--- src/rtl/pll_reset_sequencer.sv ---
// Power-up and recovery sequencer for the system and audio PLLs, the AES50 DDR
// clock-forwarding output and the downstream system reset.
module pll_reset_sequencer #(
  parameter int RST_CYCLES         = 16,
  parameter int LOCK_STABLE_CYCLES = 1024,
  parameter int LOCK_TIMEOUT       = 65536,
  parameter int DDR_SETTLE         = 8,
  parameter int MAX_RETRIES        = 3
) (
  input  logic       refclk,
  input  logic       reset,
  input  logic       pll_lock,
  input  logic       pll_audio_lock,
  input  logic       restart,
  input  logic       aes50_clk_en,
  output logic       pll_rst,
  output logic       pll_audio_rst,
  output logic       ddr_reset,
  output logic [1:0] ddr_data,
  output logic       sys_rst,
  output logic       ready,
  output logic       fault,
  output logic [2:0] state,
  output logic [1:0] retry_cnt,
  output logic [7:0] lock_loss_cnt
);

  typedef enum logic [2:0] {
    ST_RESET_PLL   = 3'd0,
    ST_WAIT_LOCK   = 3'd1,
    ST_RELEASE_DDR = 3'd2,
    ST_RUN         = 3'd3,
    ST_FAULT       = 3'd4
  } state_t;

  localparam int MAX_A   = (RST_CYCLES > DDR_SETTLE) ? RST_CYCLES : DDR_SETTLE;
  localparam int MAX_CNT = (LOCK_TIMEOUT > MAX_A) ? LOCK_TIMEOUT : MAX_A;
  localparam int CW      = $clog2(MAX_CNT + 1);
  localparam int SW      = $clog2(LOCK_STABLE_CYCLES + 1);

  state_t        state_r, state_s;
  logic [CW-1:0] cnt_r, cnt_s;
  logic [SW-1:0] stable_r, stable_s;
  logic [1:0]    retry_r, retry_s, retry_inc_s;
  logic [7:0]    loss_r, loss_s;
  logic [1:0]    sync1_r, sync2_r;
  logic          locks_ok_s;
  logic          enter_s;
  logic [7:0]    dec_s;

  // {pll_rst, pll_audio_rst, ddr_reset, ddr_data[1:0], sys_rst, ready, fault}
  function automatic logic [7:0] decode_outputs(input state_t s, input logic clk_en);
    case (s)
      ST_RESET_PLL:   decode_outputs = 8'b1110_0100;
      ST_WAIT_LOCK:   decode_outputs = 8'b0010_0100;
      ST_RELEASE_DDR: decode_outputs = 8'b0000_0100;
      ST_RUN:         decode_outputs = {3'b000, (clk_en ? 2'b10 : 2'b00), 3'b010};
      ST_FAULT:       decode_outputs = 8'b1110_0101;
      default:        decode_outputs = 8'b1110_0100;
    endcase
  endfunction

  assign locks_ok_s  = &sync2_r;
  assign retry_inc_s = retry_r + 2'd1;
  assign dec_s       = decode_outputs(state_s, aes50_clk_en);

  // Two-flop synchronizers for both asynchronous lock inputs
  always_ff @(posedge refclk) begin
    if (reset) begin
      sync1_r <= 2'b00;
      sync2_r <= 2'b00;
    end else begin
      sync1_r <= {pll_audio_lock, pll_lock};
      sync2_r <= sync1_r;
    end
  end

  // Next-state, counter and retry/loss bookkeeping; restart overrides everything
  always_comb begin
    state_s  = state_r;
    cnt_s    = cnt_r + {{(CW-1){1'b0}}, 1'b1};
    stable_s = stable_r;
    retry_s  = retry_r;
    loss_s   = loss_r;
    if (restart) begin
      state_s = ST_RESET_PLL;
      retry_s = 2'd0;
    end else begin
      case (state_r)
        ST_RESET_PLL: begin
          if (cnt_r == CW'(RST_CYCLES - 1)) state_s = ST_WAIT_LOCK;
          else                              state_s = ST_RESET_PLL;
        end
        ST_WAIT_LOCK: begin
          stable_s = locks_ok_s ? stable_r + {{(SW-1){1'b0}}, 1'b1} : {SW{1'b0}};
          if (locks_ok_s && (stable_r == SW'(LOCK_STABLE_CYCLES - 1))) begin
            state_s = ST_RELEASE_DDR;
          end else if (cnt_r == CW'(LOCK_TIMEOUT - 1)) begin
            retry_s = retry_inc_s;
            state_s = (retry_inc_s == 2'(MAX_RETRIES)) ? ST_FAULT : ST_RESET_PLL;
          end else begin
            state_s = ST_WAIT_LOCK;
          end
        end
        ST_RELEASE_DDR: begin
          if (!locks_ok_s) begin
            state_s = ST_RESET_PLL;
            loss_s  = (loss_r == 8'hFF) ? loss_r : loss_r + 8'd1;
          end else if (cnt_r == CW'(DDR_SETTLE - 1)) begin
            state_s = ST_RUN;
            retry_s = 2'd0;
          end else begin
            state_s = ST_RELEASE_DDR;
          end
        end
        ST_RUN: begin
          if (!locks_ok_s) begin
            state_s = ST_RESET_PLL;
            loss_s  = (loss_r == 8'hFF) ? loss_r : loss_r + 8'd1;
          end else begin
            state_s = ST_RUN;
          end
        end
        ST_FAULT: state_s = ST_FAULT;
        default:  state_s = ST_RESET_PLL;
      endcase
    end
    // A restart re-enters RESET_PLL even from RESET_PLL, so it also clears counters
    enter_s = restart || (state_s != state_r);
    if (enter_s) begin
      cnt_s    = {CW{1'b0}};
      stable_s = {SW{1'b0}};
    end else begin
      cnt_s    = cnt_s;
      stable_s = stable_s;
    end
  end

  // State, counters and outputs registered together so outputs track the state edge
  always_ff @(posedge refclk) begin
    if (reset) begin
      state_r       <= ST_RESET_PLL;
      cnt_r         <= {CW{1'b0}};
      stable_r      <= {SW{1'b0}};
      retry_r       <= 2'd0;
      loss_r        <= 8'd0;
      pll_rst       <= 1'b1;
      pll_audio_rst <= 1'b1;
      ddr_reset     <= 1'b1;
      ddr_data      <= 2'b00;
      sys_rst       <= 1'b1;
      ready         <= 1'b0;
      fault         <= 1'b0;
    end else begin
      state_r       <= state_s;
      cnt_r         <= cnt_s;
      stable_r      <= stable_s;
      retry_r       <= retry_s;
      loss_r        <= loss_s;
      {pll_rst, pll_audio_rst, ddr_reset, ddr_data, sys_rst, ready, fault} <= dec_s;
    end
  end

  assign state         = state_r;
  assign retry_cnt     = retry_r;
  assign lock_loss_cnt = loss_r;

endmodule

--- config.mk ---
export PLATFORM = sky130hd
export DESIGN_NAME = pll_reset_sequencer
export DESIGN_NICKNAME = d
export VERILOG_FILES = /design/src/rtl/pll_reset_sequencer.sv
export SDC_FILE = /design/constraint.sdc
export NUM_CORES = 1
export LEC_CHECK = 0
export CORE_UTILIZATION = 50
export CTS_CLUSTER_DIAMETER = 30
export DETAILED_ROUTE_END_ITERATION = 12
export HOLD_SLACK_MARGIN = 0.1
export MAX_ROUTING_LAYER = met4
export PLACE_DENSITY = 0.71
export SLEW_MARGIN = 40
export SYNTH_ARGS = -nofsm -noshare
export SYNTH_HDL_FRONTEND = slang
export SYNTH_SLANG_ARGS = --single-unit
--- constraint.sdc ---
create_clock -name refclk -period 2.9 [get_ports refclk]
set_input_delay 0.435 -clock refclk [delete_from_list [all_inputs] [get_ports refclk]]
set_output_delay 0.435 -clock refclk [all_outputs]
set_load 0.03 [all_outputs]
==> impl_metrics.tcl, run 1 <==
set metrics [dict create \
    drtPass1Iterations 4 \
    grt_max_degree 29 \
    finalMaxSlewViolations 0 \
    clkTransAtPathRegs_ns 0.09 \
    hold_violations 0 \
    worstMarginPinSlew_ns 0.553 \
    worstSetupEndpoint "cnt_r[3]$_SDFF_PP0_" \
    combPwrFrac 0.026 \
    status "completed" \
    p_int_uw 996 \
    postLayoutCellArea_mm2 0.00283 \
    crit_start "cnt_r[0]$_SDFF_PP0_" \
    antenna_found_initial 0 \
    rr_endpoint "cnt_r[3]$_SDFF_PP0_" \
    vdd_drop_max_v 0.000319 \
    cts_tree "yes" \
    hpwl_mm 3.27 \
    cts_buffers 5 \
    via_count 2022 \
    grt_setup_unrepaired "false" \
    clk_latency_ns 0.30 \
    core_mm2 0.00450 \
    via_per_inst 5.86 \
    final_common_cell "dfxtp_1" \
    p_sw_frac 0.198 \
    grt_pass1_wl_mm 8.44 \
    setup_viol 0 \
    num_antenna_cells 0 \
    synth_seq_area_share 0.421 \
    layout_common_cells "51 x dfxtp_1, 26 x nor3_1, 25 x clkdlybuf4s50_1" \
    rows 24 \
    fin_skew_ns 0.0100 \
    p_sw_uw 245 \
    die_h_um 71.7 \
    drt-initial-drc-count 116 \
    die_x_um 71.7 \
    max_freq_mhz 400 \
    yosysWarningCount 0 \
    track_usage 0.209 \
    ios 27 \
    maxCapViolCount 0 \
    r2r_cells 11 \
    synth_edf_count 0 \
    power_density_mw_per_mm2 439 \
    hp-class "reg2reg" \
    finalSetupTns_ns 0 \
    drc 0 \
    yosys.cell_types.count 48 \
    whs_ns 0.447 \
    r2r-start "cnt_r[0]$_SDFF_PP0_" \
    synthFlopType "dfxtp_1" \
    reg2reg_slack_ns 0.40 \
    globalplace.congestion 0.819 \
    fin_nets 303 \
    initial_core_util 0.539 \
    synth-seq-cells 51 \
    port_buffers 25 \
    synth_cells 269 \
    slowest_delay_ns 0.35 \
    syn_nets 280 \
    antenna_left 0 \
    worstPathRequired_ns 3.08 \
    hold_buffers 0 \
    p_clk_frac 0.405 \
    wl_per_cell_um 13.9 \
    cts_setup_buffers 0 \
    syn_area_per_cell_um2 9.02 \
    total_power_uw 1240 \
    gr-total-overflow 0 \
    areaGrowthSynthToFinish_pct 16.5 \
    clkSinkCount 51 \
    stdcell_count 345 \
    finalWirelength_mm 4.79 \
    async_flop_share 0 \
    critPathMaxFanout 28 \
    worst_path_max_delay_cell "buf_4" \
    worst-setup-path-type "reg2reg" \
    post-route-period-util 0.861 \
    cp-start-kind "register" \
    dp_cells 337 \
    postCtsResizedCells 0 \
    end_kind "register" \
    post_dp_cell_area_mm2 0.00271 \
    seqPwrFrac 0.569 \
    min_period_ns 2.50 \
    final_layout_size_suffix_gt1_frac 0.0819 \
    relSlewSlack 0.631 \
    cts-htree-levels 2 \
    fp.dieArea_mm2 0.00514 \
    crit_chain "ha_1 > and3_1 > nand3_1 > nor2_1 > ha_1 > and2b_1 > a2bb2oi_1 > buf_4 > a2111oi_4 > buf_4 > nor3_1" \
    grt_pass1_vias 1858 \
    root_buffer "clkbuf_8" \
    syn_area_mm2 0.00243 \
    cp.arrival_ns 2.68 \
    clock_path_buffers 2 \
    p_leak_uw 0.000947 \
]
==> worst max-delay path: cells and delay by family, from the launching register on <==
family	cells	cell delay (ns)
fa+ha+maj	2	0.49
compound gates	2	0.37
simple gates	5	0.66
flops	1	0.33
buf+inv	2	0.51
==> stage by stage <==
step | util | worst slack (ns)
floorplan | - | 0.513
global placement | 0.602 | 0.469
finish | 0.628 | 0.403
CTS | 0.628 | 0.421
global route | 0.628 | 0.223
detailed placement | 0.602 | 0.366
==> registers in the layout, indices dropped and copies added, names as in the netlist <==
signal / cells
cnt_r: 17
sync2_r: 2
ready: 1
sys_rst: 1
retry_cnt: 2
stable_r: 11
fault: 1
ddr_reset: 1
pll_rst: 1
state: 3
lock_loss_cnt: 8
sync1_r: 2
ddr_data: 1
==> cells by family after synthesis <==
| group | count (synthesis) | synth area share |
|---|---|---|
| xor+xnor | 21 | 0.0758 |
| flops | 51 | 0.421 |
| compound gates | 39 | 0.121 |
| simple gates | 130 | 0.309 |
| mux | 1 | 0.00412 |
| other cells | 1 | 0.00154 |
| fa+ha+maj | 5 | 0.0258 |
| buf+inv | 21 | 0.0428 |
==> power groups by stage <==
stage / Clock (uW) / Sequential, uW / Combinational, uW
CTS: 522 / 706 / 32.0
global route: 555 / 706 / 35.4
floorplan: 0 / 722 / 18.3
detailed placement: 0 / 722 / 31.9
finish: 503 / 706 / 32.1
global placement: 0 / 722 / 31.4
==> how the worst min path moves through the flow <==
stage / start / cells after the start / slack [ns] / endpoint
global placement: sync1_r[1]$_SDFF_PP0_ / 1 / 0.42 / sync2_r[1]$_SDFF_PP0_
floorplan: sync1_r[0]$_SDFF_PP0_ / 1 / 0.41 / sync2_r[0]$_SDFF_PP0_
detailed placement: sync1_r[1]$_SDFF_PP0_ / 1 / 0.43 / sync2_r[1]$_SDFF_PP0_
finish: sync1_r[1]$_SDFF_PP0_ / 1 / 0.45 / sync2_r[1]$_SDFF_PP0_
CTS: sync1_r[1]$_SDFF_PP0_ / 1 / 0.45 / sync2_r[1]$_SDFF_PP0_
global route: sync1_r[1]$_SDFF_PP0_ / 1 / 0.47 / sync2_r[1]$_SDFF_PP0_
==> synthesized netlist by cell type, types with 2 or more instances <==
master    count  area, um2
a211oi_1      3       22.5
a21o_1        3       22.5
a21oi_1      10       50.1
a41oi_1       2       17.5
and2_1        4       25.0
and3_1        7       43.8
and4_1        4       35.0
buf_2         2       10.0
buf_4         4       30.0
clkbuf_1      9       33.8
dfxtp_1      51       1020
ha_1          5       62.6
inv_1         5       18.8
nand2_1      19       71.3
nand3_1      14       70.1
nand4_1       9       56.3
nand4b_1      2       17.5
nor2_1       13       48.8
nor2b_1       6       37.5
nor3_1       26        130
nor3b_1       4       30.0
nor4_1        9       56.3
o21a_1        2       15.0
o21ai_0      10       50.1
o311a_1       2       20.0
o31a_1        2       17.5
or3_1         2       12.5
xnor2_1       5       43.8
xor2_1       16        140
==> area by class of cell <==
cell class | instances | area, um2
clock inverter | 2 | 35.0
clock buffer | 6 | 82.6
sequential | 51 | 1020
timing repair buffer | 32 | 303
tap | 52 | 65.1
fill | 385 | 1680
multi-input combinational | 197 | 1300
inverter | 5 | 18.8
==> metal layers <==
metal  GRT usage  part of all wire
met5           -                 0
met4      0.0414            0.0035
met3      0.0619             0.037
met2       0.325              0.47
met1       0.272              0.49
Power figures use the tool's default switching activity.
==> run 2, diff against run 1 <==
CORE_UTILIZATION = 30   (was 50)
GPL_TIMING_DRIVEN = 0   (was not set)
PLACE_DENSITY = 0.47   (was 0.71)
REMOVE_ABC_BUFFERS = 1   (was not set)
==> run 2 against run 1 <==
Compared with the run above: cell count is 13% higher; worst setup slack worse by 0.076 ns; global-route usage down 7.4 points; critical path depth fell by 2; via count shrank 2.3%; register-to-register slack got worse by 0.08 ns; first-iteration DRC count rose by 8.6%; largest cell class unchanged.
==> impl_metrics.tcl, run 2 (synthesis results as in run 1) <==
set metrics [dict create \
    vdd_drop_max_v 0.000318 \
    fin_nets 299 \
    areaGrowthSynthToFinish_pct 19.0 \
    antenna_found_initial 0 \
    cp.arrival_ns 2.79 \
    dpl_worst_slack_ns -0.178 \
    p_leak_uw 0.000934 \
    final_common_cell "dfxtp_1" \
    drc 0 \
    worst-setup-path-type "reg2reg" \
    cp-start-kind "register" \
    largest_reg_flops 17 \
    worstPathRequired_ns 3.12 \
    hpwl_mm 3.54 \
    die_h_um 92.0 \
    use_met3 0.0282 \
    hold_violations 0 \
    wl_per_cell_um 13.0 \
    grt_setup_unrepaired "false" \
    worstMarginPinSlew_ns 0.691 \
    cts_setup_buffers 0 \
    clk_latency_ns 0.31 \
    power_density_mw_per_mm2 457 \
    via_count 1975 \
    post-route-period-util 0.887 \
    via_per_inst 5.05 \
    min_period_ns 2.57 \
    root_buffer "clkbuf_8" \
    die_x_um 92.0 \
    status "completed" \
    grt_pass1_vias 1830 \
    ios 27 \
    track_usage 0.135 \
    end_kind "register" \
    setup_viol 0 \
    grt_most_used_layer "met2" \
    globalplace.congestion 0.796 \
    maxCapViolCount 0 \
    gr-total-overflow 0 \
    total_power_uw 1320 \
    finalWirelength_mm 5.09 \
    final_layout_size_suffix_gt1_frac 0.0692 \
    clock_path_buffers 2 \
    finalSetupTns_ns 0 \
    postLayoutCellArea_mm2 0.00289 \
    initial_core_util 0.312 \
    grt_pass1_wl_mm 8.89 \
    clkSinkCount 51 \
    top_register "cnt_r" \
    cts_tree "yes" \
    setup_slack_ns 0.327 \
    layout_common_cells "51 x dfxtp_1, 26 x nor3_1, 25 x clkdlybuf4s50_1" \
    core_mm2 0.00777 \
    relSlewSlack 0.538 \
    cts-htree-levels 2 \
    clkTransAtPathRegs_ns 0.10 \
    max_freq_mhz 389 \
    drt-initial-drc-count 126 \
    fin_skew_ns 0.0119 \
    critPathMaxFanout 9 \
    num_antenna_cells 0 \
    utilization 0.372 \
    met2_usage 0.194 \
    rows 32 \
    port_buffers 25 \
    hp-class "reg2reg" \
    grt_util_met1 0.188 \
    finalMaxSlewViolations 0 \
    post_dp_cell_area_mm2 0.00274 \
    grt_max_degree 29 \
    n_fill_cell 817 \
    cts_buffers 5 \
    drtPass1Iterations 6 \
    antenna_left 0 \
    fp.dieArea_mm2 0.00845 \
]
-- run 2: cell count changes in the layout (fill, tap and decap cells not counted), sizes merged --
cell / delta
bufinv: +1
buf: -4
clkinv: -1
clkinvlp: +1
clkbuf: -1
-- run 2: area by class of cell --
cell class,count,area [um2],area share
multi-input cells,197,1310,0.454
flip-flops and latches,51,1020,0.354
repair buffers,28,273,0.0945
well taps,102,128,0.0442
clock buffers,5,68.8,0.0238
clock inverters,3,67.6,0.0234
inverters,5,18.8,0.00650
-- run 2: path summary, 6_finish.rpt --
| check | startpoint | to | slack (ns) | cells past startpoint |
|---|---|---|---|---|
| setup / recovery | cnt_r[3]$_SDFF_PP0_ | stable_r[4]$_SDFFE_PP0P_ | 0.33 | 9 |
| hold / removal | sync1_r[1]$_SDFF_PP0_ | sync2_r[1]$_SDFF_PP0_ | 0.45 | 1 |
| setup reg to reg | cnt_r[3]$_SDFF_PP0_ | stable_r[4]$_SDFFE_PP0P_ | 0.33 | 9 |
| hold reg to reg | sync1_r[1]$_SDFF_PP0_ | sync2_r[1]$_SDFF_PP0_ | 0.45 | 1 |
-- run 2: critical path, stage by stage (launching register included) --
cell       delay [ns]
dfxtp_1          0.53
and4_1           0.35
nand3_1          0.10
nor2_1           0.10
ha_1             0.23
and2b_1          0.21
a2bb2oi_1        0.39
a2111oi_4        0.14
buf_4            0.21
a211oi_1         0.20
-- run 2: per-layer routing --
metal / vias to the layer above / routed length, um
li1: 1015 / -
met1: 924 / 2640
met2: 27 / 2190
met3: 9 / 175
met4: 0 / 73
met5: - / 0
-- run 2: per-stage QoR --
step	cells	hold slack (ns)
floorplan	253	0.414
global placement	380	0.425
global route	391	0.477
detailed placement	383	0.432
CTS	391	0.456
finish	391	0.445
-- run 2: power by group --
| group | switching (uW) | internal, uW |
|---|---|---|
| sequential | 2.00 | 704 |
| combinational | 18.3 | 10.6 |
| clock | 241 | 344 |
| total | 261 | 1060 |
-- run 2: what timing repair did --
action	4_1_cts	5_1_grt
setup endpoints to repair	0	1
gates resized for setup	0	1
hold buffers	0	0
==> run 3, diff against run 2 <==
--- a/config.mk
+++ b/config.mk
@@ -6,4 +6,5 @@
 export NUM_CORES = 1
 export LEC_CHECK = 0
+export ABC_CLOCK_PERIOD_IN_PS = 2900
 export CORE_UTILIZATION = 30
 export CTS_CLUSTER_DIAMETER = 30
==> constraint.sdc (replaced) <==
create_clock -name refclk -period 2.9 [get_ports refclk]
set_input_delay 0.435 -clock refclk [delete_from_list [all_inputs] [get_ports refclk]]
set_output_delay 0.435 -clock refclk [all_outputs]
set_load 0.1 [all_outputs]
==> run 3 against run 2 <==
Compared with the run above: global-route usage shrank 0.12 points; sequential power is essentially flat; core utilization shrank 1.9 points; cell area shrank 5.2%; combinational power grew 13%; non-clock buffer count is the same.
==> impl_metrics.tcl, run 3 (synthesis results as in run 1) <==
set metrics [dict create \
    status "completed" \
    dp_cells 383 \
    cts-htree-levels 2 \
    cts_tree "yes" \
    clock_path_buffers 2 \
    core_mm2 0.00777 \
    wl_met3_um 163 \
    wl_met2_mm 2.24 \
    p_leak_uw 0.000937 \
    fin_skew_ns 0.00877 \
    cp-start-kind "register" \
    worstPathRequired_ns 3.11 \
    clkSinkCount 51 \
    via_per_inst 5.05 \
    end_kind "register" \
    drtPass1Iterations 4 \
    maxCapViolCount 0 \
    total_power_uw 1140 \
    max_freq_mhz 389 \
    critPathMaxFanout 9 \
    antenna_left 0 \
    drc 0 \
    worst-setup-path-type "reg2reg" \
    gr-total-overflow 0 \
    postLayoutCellArea_mm2 0.00274 \
    worstMarginPinSlew_ns 0.699 \
    reg2reg_slack_ns 0.33 \
    initial_core_util 0.312 \
    antenna_found_initial 0 \
    fp.dieArea_mm2 0.00845 \
    root_buffer "clkbuf_8" \
    num_antenna_cells 0 \
    rows 32 \
    post-route-period-util 0.886 \
    relSlewSlack 0.533 \
    clk_latency_ns 0.30 \
    min_period_ns 2.57 \
    hpwl_mm 3.54 \
    grt_pass1_wl_mm 8.89 \
    largest_reg_flops 17 \
    maxUsedRoutingLayer "met4" \
    finalMaxSlewViolations 0 \
    post_dp_cell_area_mm2 0.00264 \
    drt-initial-drc-count 77 \
    fin_nets 299 \
    globalplace.congestion 0.796 \
    vdd_drop_max_v 0.000178 \
    grt_max_degree 29 \
    setup_viol 0 \
    die_h_um 92.0 \
    via_count 1973 \
    areaGrowthSynthToFinish_pct 12.7 \
    grt_pass1_vias 1817 \
    power_density_mw_per_mm2 416 \
    hold_violations 0 \
    met1_length_mm 2.68 \
    grt_setup_unrepaired "false" \
    cts_buffers 5 \
    layout_common_cells "51 x dfxtp_1, 26 x nor3_1, 20 x buf_2" \
    stdcell_count 391 \
    wl_per_cell_um 13.1 \
    clkTransAtPathRegs_ns 0.09 \
    hold_buffers 0 \
    final_common_cell "dfxtp_1" \
    hp-class "reg2reg" \
    port_buffers 25 \
    top_register "cnt_r" \
    final_layout_size_suffix_gt1_frac 0.135 \
    die_x_um 92.0 \
    n_fill_cell 841 \
    finalWirelength_mm 5.12 \
    track_usage 0.134 \
    cp.arrival_ns 2.78 \
    ios 27 \
]
[run 3: changes by cell type in the layout (fill, tap and decap cells not counted), sizes merged]
cell / before / now
buf: 3 / 23
clkdlybuf4s50: 25 / 5
bufinv: 2 / 0
clkbuf: 5 / 6
clkinv: 0 / 1
[run 3: critical path: stages, from the launching register on]
cell and delay [ns]:
dfxtp_1 0.53, and4_1 0.36, nand3_1 0.10, nor2_1 0.11
ha_1 0.24, and2b_1 0.22, a2bb2oi_1 0.38, a2111oi_4 0.14
buf_4 0.21, a211oi_1 0.20
[run 3: per-stage QoR]
step                      setup TNS (ns)  hold WS, ns  worst slack, ns   util
after global placement            -10.38        0.425           -0.387  0.350
after floorplan                    -3.08        0.414           -0.116      -
after global routing                   0        0.478           0.0377  0.352
after detailed placement           -2.96        0.427           -0.177  0.340
after CTS                              0        0.451            0.180  0.351
final                                  0        0.445            0.332  0.352
[run 3: repair_timing]
action                     4_1_cts  5_1_grt
buffers inserted                 0        0
gates resized for setup          0        1
setup endpoints to repair        0        2
[run 3: final timing paths]
kind,start,to,depth (start not counted)
hold reg to reg,sync1_r[0]$_SDFF_PP0_,sync2_r[0]$_SDFF_PP0_,1
setup reg to reg,cnt_r[3]$_SDFF_PP0_,stable_r[1]$_SDFFE_PP0P_,9
setup / recovery,cnt_r[3]$_SDFF_PP0_,stable_r[1]$_SDFFE_PP0P_,9
hold / removal,sync1_r[0]$_SDFF_PP0_,sync2_r[0]$_SDFF_PP0_,1
[run 3: per-layer routing]
| metal | up-vias | global-route usage |
|---|---|---|
| met1 | 920 | 0.184 |
| met5 | - | - |
| met2 | 32 | 0.199 |
| li1 | 1019 | - |
| met4 | 0 | 0.0391 |
| met3 | 2 | 0.0274 |
[run 3: power by group]
part | total (uW) | switching, uW | internal (uW)
clock network | 400 | 231 | 169
logic | 32.6 | 21.9 | 10.6
registers | 706 | 2.01 | 704
total | 1140 | 255 | 883
[run 3: final cells by class]
class	count	area (um2)	share of cell area
Multi-Input combinational cell	197	1310	0.479
Clock buffer	6	72.6	0.0265
Clock inverter	2	12.5	0.00457
Tap cell	102	128	0.0466
Inverter	5	18.8	0.00686
Timing Repair Buffer	28	173	0.0631
Sequential cell	51	1020	0.373
